==> config.mk <==
export PLATFORM = sky130hd
export DESIGN_NAME = dma_ctrl
export DESIGN_NICKNAME = d
export VERILOG_FILES = /design/src/rtl/dma_pkg.sv /design/src/rtl/dma_regs.sv /design/src/rtl/dma_ctrl.sv
export SDC_FILE = /design/constraint.sdc
export NUM_CORES = 1
export LEC_CHECK = 0
export CORE_AREA = 5 5 79 81
export CTS_CLUSTER_DIAMETER = 50
export DETAILED_ROUTE_END_ITERATION = 16
export DIE_AREA = 0 0 84 86
export GPL_TIMING_DRIVEN = 0
export PLACE_DENSITY_LB_ADDON = 0.3
export RECOVER_POWER = 100
export SYNTH_ARGS = -nofsm -noshare
export SYNTH_HDL_FRONTEND = slang
export SYNTH_SLANG_ARGS = --single-unit
==> constraint.sdc <==
create_clock -name clk -period 2.1 [get_ports clk]
set_input_delay 0.525 -clock clk [delete_from_list [all_inputs] [get_ports clk]]
set_output_delay 0.525 -clock clk [all_outputs]
set_load 0.02 [all_outputs]
==> src/rtl/dma_pkg.sv <==
// ============================================================================
// Module : dma_pkg
// Brief  : Shared encodings for the byte-copy DMA: FSM states, register
//          offsets and CTRL bit positions.
// Rev    : 1.0 - initial release
// ============================================================================
`default_nettype none

package dma_pkg;

    localparam logic [1:0] ST_IDLE   = 2'd0;
    localparam logic [1:0] ST_READ   = 2'd1;
    localparam logic [1:0] ST_WRITE  = 2'd2;
    localparam logic [1:0] ST_RESUME = 2'd3;

    localparam logic [1:0] REG_SRC  = 2'd0;
    localparam logic [1:0] REG_DST  = 2'd1;
    localparam logic [1:0] REG_LEN  = 2'd2;
    localparam logic [1:0] REG_CTRL = 2'd3;

    localparam int CTRL_START = 0;
    localparam int CTRL_DONE  = 1;
    localparam int CTRL_IE    = 2;
    localparam int CTRL_FILL  = 3;

endpackage

`default_nettype wire

==> src/rtl/dma_regs.sv <==
// ============================================================================
// Module : dma_regs
// Brief  : SRC/DST/LEN/CTRL register file, IO-window decode and registered
//          readback. FILL bit exists only when DMA_FILL_EN is defined.
// Rev    : 1.0 - initial release
// ============================================================================
`default_nettype none

module dma_regs
    import dma_pkg::*;
#(
    parameter logic [4:0] IO_BASE = 5'h00
) (
    input  logic       clk,
    input  logic       reset,
    input  logic [4:0] io_writeaddr,
    input  logic [7:0] io_writedata,
    input  logic       io_write_en,
    input  logic [4:0] io_readaddr,
    output logic [7:0] io_readdata,
    input  logic       busy,
    input  logic       step,
    input  logic       set_done,
    output logic [7:0] src,
    output logic [7:0] dst,
    output logic [7:0] len,
    output logic       ie,
    output logic       done,
    output logic       fill,
    output logic       start,
    output logic       start_fill
);

    logic [7:0] src_q, src_d;
    logic [7:0] dst_q, dst_d;
    logic [7:0] len_q, len_d;
    logic       ie_q, ie_d;
    logic       done_q, done_d;
    logic [7:0] rdata_q, rdata_d;
    logic       w_wr;
    logic       w_rd_hit;

    // Register writes are locked out for the whole transfer, including the
    // DMA's own memory writes that might alias the IO window.
    assign w_wr     = io_write_en && !busy && (io_writeaddr[4:2] == IO_BASE[4:2]);
    assign w_rd_hit = (io_readaddr[4:2] == IO_BASE[4:2]);
    assign start    = w_wr && (io_writeaddr[1:0] == REG_CTRL) && io_writedata[CTRL_START];

`ifdef DMA_FILL_EN
    logic fill_q, fill_d;

    assign start_fill = io_writedata[CTRL_FILL];
    assign fill       = fill_q;

    always_comb begin
        fill_d = fill_q;
        if (w_wr && (io_writeaddr[1:0] == REG_CTRL)) begin
            fill_d = io_writedata[CTRL_FILL];
        end
    end

    always_ff @(posedge clk) begin
        if (reset) begin
            fill_q <= 1'b0;
        end else begin
            fill_q <= fill_d;
        end
    end
`else
    assign start_fill = 1'b0;
    assign fill       = 1'b0;
`endif

    always_comb begin
        src_d  = src_q;
        dst_d  = dst_q;
        len_d  = len_q;
        ie_d   = ie_q;
        done_d = done_q;
        if (step) begin
            src_d = fill ? src_q : src_q + 8'd1;
            dst_d = dst_q + 8'd1;
            len_d = len_q - 8'd1;
        end else if (w_wr) begin
            case (io_writeaddr[1:0])
                REG_SRC: src_d = io_writedata;
                REG_DST: dst_d = io_writedata;
                REG_LEN: len_d = io_writedata;
                default: begin
                    ie_d = io_writedata[CTRL_IE];
                    if (io_writedata[CTRL_DONE]) begin
                        done_d = 1'b0;
                    end
                end
            endcase
        end
        // A zero-length START clears and sets DONE on the same edge; set wins.
        if (set_done) begin
            done_d = 1'b1;
        end
    end

    always_comb begin
        rdata_d = 8'h00;
        if (w_rd_hit) begin
            case (io_readaddr[1:0])
                REG_SRC: rdata_d = src_q;
                REG_DST: rdata_d = dst_q;
                REG_LEN: rdata_d = len_q;
                default: rdata_d = {4'b0000, fill, ie_q, done_q, busy};
            endcase
        end
    end

    always_ff @(posedge clk) begin
        if (reset) begin
            src_q   <= 8'h00;
            dst_q   <= 8'h00;
            len_q   <= 8'h00;
            ie_q    <= 1'b0;
            done_q  <= 1'b0;
            rdata_q <= 8'h00;
        end else begin
            src_q   <= src_d;
            dst_q   <= dst_d;
            len_q   <= len_d;
            ie_q    <= ie_d;
            done_q  <= done_d;
            rdata_q <= rdata_d;
        end
    end

    assign src         = src_q;
    assign dst         = dst_q;
    assign len         = len_q;
    assign ie          = ie_q;
    assign done        = done_q;
    assign io_readdata = rdata_q;

endmodule

`default_nettype wire

==> src/rtl/dma_ctrl.sv <==
// ============================================================================
// Module : dma_ctrl
// Brief  : Byte-copy DMA that stalls the core and borrows mem_ctrl's ports.
//          Optional fill mode enabled by the DMA_FILL_EN macro.
// Rev    : 1.0 - initial release
// ============================================================================
`default_nettype none

module dma_ctrl
    import dma_pkg::*;
#(
    parameter logic [4:0] IO_BASE = 5'h00
) (
    input  logic       clk,
    input  logic       reset,
    input  logic [4:0] io_writeaddr,
    input  logic [7:0] io_writedata,
    input  logic       io_write_en,
    input  logic [4:0] io_readaddr,
    output logic [7:0] io_readdata,
    input  logic [7:0] core_readaddr,
    input  logic [7:0] core_writeaddr,
    input  logic [7:0] core_writedata,
    input  logic       core_write_en,
    output logic [7:0] mem_readaddr,
    output logic [7:0] mem_writeaddr,
    output logic [7:0] mem_writedata,
    output logic       mem_write_en,
    input  logic [7:0] mem_readdata,
    output logic       core_stall,
    output logic       irq
);

    logic [1:0] state_q, state_d;
    logic [7:0] w_src, w_dst, w_len;
    logic       w_ie, w_done, w_fill;
    logic       w_start, w_start_fill;
    logic       w_busy, w_step, w_set_done;

    assign w_busy     = (state_q != ST_IDLE);
    assign w_step     = (state_q == ST_WRITE);
    assign w_set_done = (state_d == ST_RESUME) && (state_q != ST_RESUME);

    dma_regs #(
        .IO_BASE (IO_BASE)
    ) u_regs (
        .clk          (clk),
        .reset        (reset),
        .io_writeaddr (io_writeaddr),
        .io_writedata (io_writedata),
        .io_write_en  (io_write_en),
        .io_readaddr  (io_readaddr),
        .io_readdata  (io_readdata),
        .busy         (w_busy),
        .step         (w_step),
        .set_done     (w_set_done),
        .src          (w_src),
        .dst          (w_dst),
        .len          (w_len),
        .ie           (w_ie),
        .done         (w_done),
        .fill         (w_fill),
        .start        (w_start),
        .start_fill   (w_start_fill)
    );

    always_comb begin
        state_d = state_q;
        case (state_q)
            ST_IDLE: begin
                if (w_start) begin
                    if (w_len == 8'h00) begin
                        state_d = ST_RESUME;
                    end else if (w_start_fill) begin
                        state_d = ST_WRITE;
                    end else begin
                        state_d = ST_READ;
                    end
                end
            end
            ST_READ:  state_d = ST_WRITE;
            ST_WRITE: begin
                if (w_len == 8'h01) begin
                    state_d = ST_RESUME;
                end else if (w_fill) begin
                    state_d = ST_WRITE;
                end else begin
                    state_d = ST_READ;
                end
            end
            default:  state_d = ST_IDLE;
        endcase
    end

    always_ff @(posedge clk) begin
        if (reset) begin
            state_q <= ST_IDLE;
        end else begin
            state_q <= state_d;
        end
    end

    always_comb begin
        mem_readaddr  = core_readaddr;
        mem_writeaddr = core_writeaddr;
        mem_writedata = core_writedata;
        mem_write_en  = core_write_en;
        core_stall    = 1'b0;
        case (state_q)
            ST_READ: begin
                mem_readaddr = w_src;
                mem_write_en = 1'b0;
                core_stall   = 1'b1;
            end
            ST_WRITE: begin
                mem_readaddr  = w_src;
                mem_writeaddr = w_dst;
                mem_writedata = w_fill ? w_src : mem_readdata;
                // A reset landing on a WRITE cycle must not commit that byte.
                mem_write_en  = !reset;
                core_stall    = 1'b1;
            end
            ST_RESUME: core_stall = 1'b1;
            default: ;
        endcase
    end

    assign irq = w_done & w_ie;

endmodule

`default_nettype wire
==> flow_summary.json, run 1 <==
{
  "cts_hold_buf": 0,
  "cap_violations": 0,
  "synth_cell_types": 50,
  "p_int_w": 0.002061,
  "gp_congestion": 0.9213,
  "max_stage_delay_ns": 0.35,
  "cts_buffers": 5,
  "finalSetupViolCount": 6,
  "nets": 441,
  "startpoint_type": "flip-flop",
  "avgSynthCellArea_um2": 8.458,
  "cts_tree": "done",
  "dpl-instance-area_um2": 3287,
  "synth_nets": 338,
  "yosysSeqAreaShare_pct": 30.98,
  "core-area_um2": 5405,
  "p_seq_share_pct": 27.7,
  "worst_slew_pin_slew_ns": 0.5690,
  "finalHoldViolations": 0,
  "final.setup.worst_slack_ns": -0.004373,
  "rows": 27,
  "hold_class": "reg -> reg",
  "clock_latency_ns": 0.29,
  "drv_slew": 0,
  "yosys_warnings": 0,
  "vias": 2571,
  "cpMaxStageDelayCell": "dfxtp_4",
  "power.switching_w": 0.001296,
  "final_cell_mix": "clkdlybuf4s50_1 (51), dfxtp_1 (34), a21oi_1 (29)",
  "crit_top_cell": "buf_8",
  "end_kind": "primary output",
  "drive_gt1_share_pct": 25.33,
  "preCtsSetupSlack_ns": -0.6852,
  "layout_commonest_cell": "clkdlybuf4s50_1",
  "p_total_w": 0.003357,
  "worstPathMaxFanout": 7,
  "grt_max_degree": 12,
  "fin_tns_setup_ns": -0.01586,
  "routedWlPerCell_um": 17.63,
  "drt-pass1-iter-count": 4,
  "status": "finished, violations left",
  "grt_pass1_wl_um": 12630,
  "power_frac_comb_pct": 57.1,
  "p_sw_share_pct": 38.61,
  "grt.overflow.total": 0,
  "drc": 0,
  "critical_path_arrival_ns": 1.58,
  "cts.clk_slew.worst_paths_ns": 0.07,
  "io_buffer_count": 87,
  "drtIter0Drc": 224,
  "multi_input_area_um2": 1628,
  "peakVddDrop_mv": 0.4949,
  "antenna_cells": 0,
  "design_area_um2": 3695,
  "grt_usage_pct": 21.58,
  "ys_ff_latch": 36,
  "synth_edf_count": 0,
  "period_needed_ns": 2.104,
  "die_w_um": 84,
  "utilization_pct": 68.36,
  "ant_nets": 0,
  "timing.fmax_mhz": 475.2,
  "path_cells": "inv_4 > ha_4 > buf_8 > buf_8 > mux2_4 > buf_6",
  "netlist_area_um2": 2326,
  "clock-sinks": 36,
  "cts-root-buf": "clkbuf_8",
  "async_reset_ff_share_pct": 0,
  "viasPerCell": 5.701,
  "syn2layout_area_growth_pct": 58.85,
  "finalCritPeriodShare_pct": 100.2,
  "violations": "negative setup slack",
  "rsz0062_at_grt": "true",
  "power_density_nw_per_um2": 908.6,
  "initial_core_util_pct": 43.03,
  "cts.path.max_buffers": 2,
  "seq_area_um2": 728.2,
  "die_h_um": 86,
  "synth_cells": 275,
  "htreeDepth": 2,
  "ys.flop_type": "dfxtp_1",
  "worst_clock_skew_ns": 0.007650,
  "die_area_um2": 7224,
  "relSlewSlack_pct": 62.07,
  "leakage_nw": 1.468,
  "antenna_found_initial": 0,
  "grt_pass1_vias": 2572,
  "critPathKind": "reg -> out",
  "clkPwrFrac_pct": 15.2,
  "totalWireLength_um": 7952,
  "dp.final_hpwl_um": 5808,
  "io_pins": 89,
  "n_fill_cell": 425,
  "cp.required_ns": 1.57
}
[per-layer routing]
layer,global-route usage [%],vias to the layer above,wire [um]
met1,26.32,1183,3174
met5,0,-,0
met4,9.357,0,208
met3,5.476,26,687
li1,-,1228,-
met2,36.08,134,3882
[path summary, 6_finish.rpt]
kind	start	to	slack [ns]	depth (start not counted)
setup / recovery	state_q[0]	mem_writeaddr[5]	-0.004	6
hold / removal	u_regs.ie	u_regs.ie	0.51	2
setup reg to reg	state_q[0]	u_regs.len[2]	0.09	9
hold reg to reg	u_regs.ie	u_regs.ie	0.51	2
[logic make-up after synthesis]
logic type                 after synthesis  share of synthesized area [%]
muxes                                   34                          17.32
and+or+nand+nor                        100                          22.75
adders and majority gates                9                          4.841
AOI/OAI and AO/OA                       72                          20.01
buffers and inverters                   24                          4.088
DFF                                     36                          30.98
[cells in the mapped netlist (2+ instances only)]
cell type / number / area [um2]
ha_1: 9 / 112.6
a211oi_1: 8 / 60.06
nor2_1: 28 / 105.1
nand2_1: 21 / 78.83
nand3_1: 16 / 80.08
clkbuf_1: 8 / 30.03
dfxtp_1: 36 / 720.7
a31oi_1: 8 / 50.05
o221a_2: 3 / 33.78
nor3_4: 2 / 32.53
mux2i_1: 5 / 50.05
mux2_2: 27 / 304.0
o211ai_1: 3 / 22.52
nor3_1: 6 / 30.03
and3_1: 2 / 12.51
buf_2: 4 / 20.02
a32oi_1: 2 / 17.52
o21ai_0: 8 / 40.04
inv_1: 9 / 33.78
buf_1: 2 / 7.510
a21oi_1: 29 / 145.1
nand4_1: 4 / 25.02
and2_1: 4 / 25.02
a311oi_1: 2 / 17.52
nor2b_1: 4 / 25.02
[critical path, delay by kind of cell, from the launching register on]
| kind | cells | cell delay (ns) |
|---|---|---|
| adder cells (fa/ha/maj) | 1 | 0.14 |
| buffers and inverters | 4 | 0.49 |
| flip-flops | 1 | 0.35 |
| multiplexers | 1 | 0.30 |
[power groups by stage]
stage                     Sequential [W]  Combinational [W]  Clock (W)
after detailed placement        0.000923            0.00148          0
after global placement          0.000921            0.00146          0
after global routing            0.000940            0.00204   0.000543
final                           0.000928            0.00192   0.000512
after CTS                       0.000916            0.00178   0.000520
after floorplan                 0.000878           0.000945          0
[area by class of cell]
cell class	instances	area share, %
clock inverter	1	0.2032
inverter	10	1.151
sequential	36	19.71
clock buffer	7	2.337
timing repair buffer	97	27.26
multi-input combinational	215	44.06
buffer	13	2.845
tap	72	2.438
[flip-flops by register name, summed over array words and instances, names as in the netlist]
| signal | cells |
|---|---|
| u_regs.len | 8 |
| u_regs.io_readdata | 8 |
| u_regs.src | 8 |
| u_regs.dst | 8 |
| u_regs.ie | 1 |
| u_regs.done | 1 |
| state_q | 2 |
[per-stage QoR]
step / hold WS, ns / instances
after CTS: 0.5190 / 449
final: 0.5113 / 451
after global placement: 0.4828 / 434
after detailed placement: 0.5099 / 434
after global routing: 0.5421 / 451
after floorplan: 0.4402 / 275
[what timing repair did]
item / in CTS / in global routing
pin swaps: 2 / 2
endpoints found under the setup margin: 26 / 30
cloned: 1 / 0
gates resized for setup: 184 / 24
buffers inserted: 7 / 2
Power figures use the tool's default switching activity.
==> run 2, diff against run 1 <==
--- a/config.mk
+++ b/config.mk
@@ -7,11 +7,14 @@
 export LEC_CHECK = 0
 export CORE_AREA = 5 5 79 81
 export CTS_CLUSTER_DIAMETER = 50
+export CTS_CLUSTER_SIZE = 10
 export DETAILED_ROUTE_END_ITERATION = 16
 export DIE_AREA = 0 0 84 86
 export GPL_TIMING_DRIVEN = 0
 export PLACE_DENSITY_LB_ADDON = 0.3
 export RECOVER_POWER = 100
+export SLEW_MARGIN = 10
 export SYNTH_ARGS = -nofsm -noshare
 export SYNTH_HDL_FRONTEND = slang
 export SYNTH_SLANG_ARGS = --single-unit
+export TNS_END_PERCENT = 1
==> run 2 against run 1 <==
The flow still finishes with violations (negative setup slack); die area stayed put; flip-flop and latch count stayed put; register-to-register slack worse by 0.10 ns; sequential power hardly changed; first-iteration DRC count is 9.4% lower; critical path depth is 1 lower; cell count is 0.67% lower; worst setup slack worse by 0.027 ns; via count is 0.12% lower; non-clock buffer count is 3 lower; critical endpoint is now mem_readaddr[1]; largest power group unchanged.
==> flow_summary.json, run 2 (same netlist as run 1, synthesis figures left out) <==
{
  "status": "finished, violations left",
  "violations": "negative setup slack",
  "totalWireLength_um": 7941,
  "ant_nets": 0,
  "drt-pass1-iter-count": 5,
  "worstPathMaxFanout": 5,
  "finalSetupViolCount": 14,
  "io_buffer_count": 87,
  "drtIter0Drc": 203,
  "rsz0062_at_grt": "true",
  "hold_class": "reg -> reg",
  "period_needed_ns": 2.132,
  "drv_slew": 0,
  "cap_violations": 0,
  "die_h_um": 86,
  "die_area_um2": 7224,
  "cts.path.max_buffers": 2,
  "routedWlPerCell_um": 17.73,
  "crit_family": "flip-flops",
  "clock-sinks": 36,
  "nets": 438,
  "gp_congestion": 0.9213,
  "leakage_nw": 1.390,
  "final_cell_mix": "clkdlybuf4s50_1 (49), dfxtp_1 (34), a21oi_1 (29)",
  "peakVddDrop_mv": 0.4656,
  "stdcell_count": 448,
  "finalHoldViolations": 0,
  "drive_gt1_share_pct": 24.73,
  "die_w_um": 84,
  "grt_pass1_wl_um": 12480,
  "power_density_nw_per_um2": 901.4,
  "utilization_pct": 65.72,
  "worst_slew_pin_slew_ns": 0.6277,
  "layout_commonest_cell": "clkdlybuf4s50_1",
  "core-area_um2": 5405,
  "antenna_cells": 0,
  "cpMaxStageDelayCell": "dfxtp_4",
  "clkPwrFrac_pct": 16.0,
  "grt_max_degree": 12,
  "syn2layout_area_growth_pct": 52.72,
  "startpoint_type": "flip-flop",
  "grt.overflow.total": 0,
  "finalCritPeriodShare_pct": 101.5,
  "cp.required_ns": 1.57,
  "initial_core_util_pct": 43.03,
  "io_pins": 89,
  "critical_path_arrival_ns": 1.61,
  "p_sw_share_pct": 39.39,
  "relSlewSlack_pct": 58.15,
  "p_total_w": 0.003202,
  "timing.fmax_mhz": 469.1,
  "viasPerCell": 5.732,
  "max_stage_delay_ns": 0.38,
  "path_cells": "inv_4 > ha_4 > buf_6 > mux2_2 > buf_4",
  "drc": 0,
  "critPathKind": "reg -> out",
  "cts_tree": "done",
  "rows": 27,
  "power.switching_w": 0.001261,
  "final.setup.worst_slack_ns": -0.03159,
  "worst_clock_skew_ns": 0.01339,
  "grt_pass1_vias": 2524,
  "antenna_found_initial": 0,
  "dp.final_hpwl_um": 5808,
  "p_int_w": 0.001941,
  "cts_buffers": 5,
  "place_inst": 434,
  "htreeDepth": 2,
  "cts_hold_buf": 0,
  "grt_usage_pct": 21.31,
  "p_seq_share_pct": 29.0,
  "cts.clk_slew.worst_paths_ns": 0.07,
  "cts-root-buf": "clkbuf_8",
  "vias": 2568,
  "end_kind": "primary output",
  "clock_latency_ns": 0.29,
  "power_frac_comb_pct": 55.0,
  "timing.critical_path.buf_inv": 3
}
## run 2: cell types whose count changed in the layout (fill, tap and decap cells not counted), moves of 3 or more
| cell | change |
|---|---|
| buf_2 | +10 |
| mux2_2 | +12 |
| mux2_4 | -12 |
| buf_4 | -3 |
| buf_6 | -12 |
## run 2: per-stage QoR
stage / setup WS, ns / hold WS [ns] / cell area, um2 / setup TNS [ns]
floorplan: 0.1053 / 0.4402 / 2326 / 0
global placement: -0.6775 / 0.4828 / 3287 / -14.45
detailed placement: -0.6852 / 0.5099 / 3287 / -14.97
CTS: -0.04695 / 0.5190 / 3466 / -0.6708
global route: -0.09900 / 0.5421 / 3552 / -1.280
finish: -0.03159 / 0.5173 / 3552 / -0.3741
## run 2: worst min-delay path: stages (launching register included)
cell,delay (ns)
dfxtp_1,0.34
nand2_1,0.07
a21oi_1,0.06
## run 2: area by class of cell
type / instances / area [um2]
Timing Repair Buffer: 94 / 909.6
Multi-Input combinational cell: 215 / 1583
Clock inverter: 1 / 7.507
Fill cell: 462 / 1853
Inverter: 10 / 42.54
Clock buffer: 7 / 86.33
Buffer: 13 / 105.1
Tap cell: 72 / 90.09
Sequential cell: 36 / 728.2
## run 2: power by group through the flow
stage               Clock (W)  Combinational, W  Sequential (W)
CTS                  0.000520           0.00165        0.000917
global route         0.000544           0.00188        0.000939
finish               0.000512           0.00176        0.000928
floorplan                   0          0.000945        0.000878
detailed placement          0           0.00148        0.000923
global placement            0           0.00146        0.000921
## run 2: timing repair
action                                  4_1_cts  5_1_grt
resized for setup                           145       28
endpoints found under the setup margin       26       30
gates cloned                                  1        0
pin swaps                                     2        0
buffers inserted                              6        0
## run 2: worst paths after layout
| path | slack, ns | end | cells past startpoint | start |
|---|---|---|---|---|
| worst min register to register | 0.52 | u_regs.ie | 2 | u_regs.ie |
| worst min-delay path | 0.52 | u_regs.ie | 2 | u_regs.ie |
| worst max register to register | -0.01 | u_regs.len[2] | 9 | state_q[0] |
| worst max-delay path | -0.03 | mem_readaddr[1] | 5 | state_q[1] |
## run 2: layer usage
metal / up-vias / routed length [um] / GRT usage [%]
met3: 21 / 744 / 5.187
met4: 0 / 178 / 8.187
met2: 144 / 3864 / 35.94
met5: - / 0 / 0
li1: 1220 / - / -
met1: 1183 / 3154 / 26.28
==> run 3, diff against run 2 <==
--- a/config.mk
+++ b/config.mk
@@ -5,11 +5,11 @@
 export SDC_FILE = /design/constraint.sdc
 export NUM_CORES = 1
 export LEC_CHECK = 0
-export CORE_AREA = 5 5 79 81
+export CORE_AREA = 5 5 77 79
 export CTS_CLUSTER_DIAMETER = 50
 export CTS_CLUSTER_SIZE = 10
 export DETAILED_ROUTE_END_ITERATION = 16
-export DIE_AREA = 0 0 84 86
+export DIE_AREA = 0 0 82 84
 export GPL_TIMING_DRIVEN = 0
 export PLACE_DENSITY_LB_ADDON = 0.3
 export RECOVER_POWER = 100
==> constraint.sdc (replaced) <==
create_clock -name clk -period 2.69 [get_ports clk]
set_input_delay 0.6725 -clock clk [delete_from_list [all_inputs] [get_ports clk]]
set_output_delay 0.6725 -clock clk [all_outputs]
set_load 0.02 [all_outputs]
==> run 3 against run 2 <==
The flow now finishes without violations; worst setup slack better by 0.10 ns; non-clock buffer count decreased by 8; flip-flop and latch count is the same; cell count down 1.8%; die area is 4.7% lower; sequential share of layout area up 0.72 points; critical path depth up 1; utilization decreased by 1.3 points; global-route usage is 1.8 points higher; critical path type unchanged; critical endpoint is now mem_writedata[3]; largest power group unchanged.
==> flow_summary.json, run 3 (same netlist as run 1, synthesis figures left out) <==
{
  "cts.path.max_buffers": 2,
  "io_pins": 89,
  "die_area_um2": 6888,
  "dp.final_hpwl_um": 5744,
  "cpMaxStageDelayCell": "dfxtp_1",
  "worst_slew_pin_slew_ns": 0.6161,
  "timing.critical_path.buf_inv": 4,
  "clock-sinks": 36,
  "status": "finished clean",
  "cp.required_ns": 2.02,
  "drc": 0,
  "power_density_nw_per_um2": 691.0,
  "p_total_w": 0.002347,
  "grt_usage_pct": 23.09,
  "grt_max_degree": 14,
  "core-area_um2": 5270,
  "finalCritPeriodShare_pct": 97.39,
  "grt_pass1_vias": 2558,
  "design_area_um2": 3397,
  "syn2layout_area_growth_pct": 46.05,
  "clock_latency_ns": 0.30,
  "crit_family": "buffers and inverters",
  "rsz0062_at_grt": "false",
  "die_w_um": 82,
  "end_kind": "primary output",
  "drtIter0Drc": 208,
  "peakVddDrop_mv": 0.3188,
  "startpoint_type": "flip-flop",
  "cts_buffers": 5,
  "antenna_found_initial": 0,
  "cts-root-buf": "clkbuf_8",
  "cap_violations": 0,
  "antenna_cells": 0,
  "timing.fmax_mhz": 381.7,
  "io_buffer_count": 87,
  "drv_slew": 0,
  "cts.clk_slew.worst_paths_ns": 0.07,
  "ant_nets": 0,
  "layout_commonest_cell": "clkdlybuf4s50_1",
  "finalHoldViolations": 0,
  "cts_tree": "done",
  "crit_top_cell": "buf_6",
  "drive_gt1_share_pct": 14.13,
  "nets": 430,
  "vias": 2550,
  "cts_setup_buffers": 0,
  "cts_hold_buf": 0,
  "critical_path_arrival_ns": 1.95,
  "grt.overflow.total": 0,
  "initial_core_util_pct": 44.14,
  "routedWlPerCell_um": 17.29,
  "die_h_um": 84,
  "gp_congestion": 0.9754,
  "htreeDepth": 2,
  "rows": 27,
  "finalSetupViolCount": 0,
  "drt-pass1-iter-count": 5,
  "viasPerCell": 5.795,
  "path_cells": "inv_2 > ha_1 > buf_6 > buf_6 > mux2_2 > dlygate4sd2_1",
  "max_stage_delay_ns": 0.35,
  "hold_class": "reg -> reg",
  "period_needed_ns": 2.620,
  "leakage_nw": 1.300,
  "relSlewSlack_pct": 58.93,
  "grt_pass1_wl_um": 12450,
  "worstPathMaxFanout": 10,
  "worst_clock_skew_ns": 0.01077,
  "totalWireLength_um": 7609,
  "final_cell_mix": "clkdlybuf4s50_1 (49), dfxtp_1 (36), a21oi_1 (29)",
  "dpl-instance-area_um2": 3287,
  "critPathKind": "reg -> out"
}
==> run 3: cell count changes in the layout (fill, tap and decap cells not counted), moves of 3 or more <==
cell	previous run	this run
buf_4	5	0
clkbuf_8	8	5
mux2_2	15	27
clkbuf_2	3	0
dlygate4sd2_1	2	20
buf_2	11	0
buf_6	13	2
clkdlybuf4s15_1	0	5
mux2_4	12	0
==> run 3: repair_timing <==
| action | in CTS | in global routing |
|---|---|---|
| endpoints found under the setup margin | 25 | 18 |
| gates resized for setup | 33 | 11 |
| pin swaps | 0 | 0 |
| cloned | 0 | 0 |
==> run 3: worst reg2reg max path: cells and delay by family, from the launching register on <==
family / cells / cell delay [ns]
buffers and inverters: 4 / 0.82
flip-flops: 1 / 0.40
AO/OA/AOI/OAI: 1 / 0.24
adder cells (fa/ha/maj): 1 / 0.23
AND/OR/NAND/NOR: 2 / 0.18
==> run 3: final cells by class <==
cell class,count,area [um2]
clock buffer,6,72.57
sequential,36,720.7
buffer,12,75.07
inverter,10,37.54
tap,72,90.09
timing repair buffer,87,848.3
fill,475,1873
clock inverter,2,35.03
multi-input combinational,215,1518
==> run 3: metrics by stage <==
stage | instances | util (%) | setup WS, ns | setup TNS, ns | hold WS (ns)
2_1_floorplan | 275 | - | 0.5478 | 0 | 0.4402
3_3_place_gp | 434 | 62.37 | -0.3487 | -2.331 | 0.4759
3_5_place_dp | 434 | 62.37 | -0.3701 | -3.142 | 0.4844
4_1_cts | 440 | 64.15 | -0.07292 | -1.021 | 0.4941
5_1_grt | 440 | 64.46 | 0.00008482 | 0 | 0.5102
6_report | 440 | 64.46 | 0.07034 | 0 | 0.4953
==> run 3: power breakdown <==
part           internal (W)  total (W)  switching (W)  leakage, nW
combinational      0.000547    0.00115       0.000604        0.954
sequential         0.000601   0.000715       0.000114        0.291
clock              0.000275   0.000482       0.000207       0.0552
==> run 3: worst paths after layout <==
kind / start / endpoint / slack (ns) / cells after the start
min: u_regs.ie / u_regs.ie / 0.50 / 2
max reg2reg: state_q[0] / u_regs.src[7] / 0.70 / 8
min reg2reg: u_regs.ie / u_regs.ie / 0.50 / 2
max: state_q[0] / mem_writedata[3] / 0.07 / 6
==> run 3: layer usage <==
metal	vias up	part of all wire (%)	track usage, %
li1	1206	-	-
met1	1198	39	27.19
met5	-	0	0
met3	17	8.0	5.724
met2	129	50	38.65
met4	0	2.1	10.27
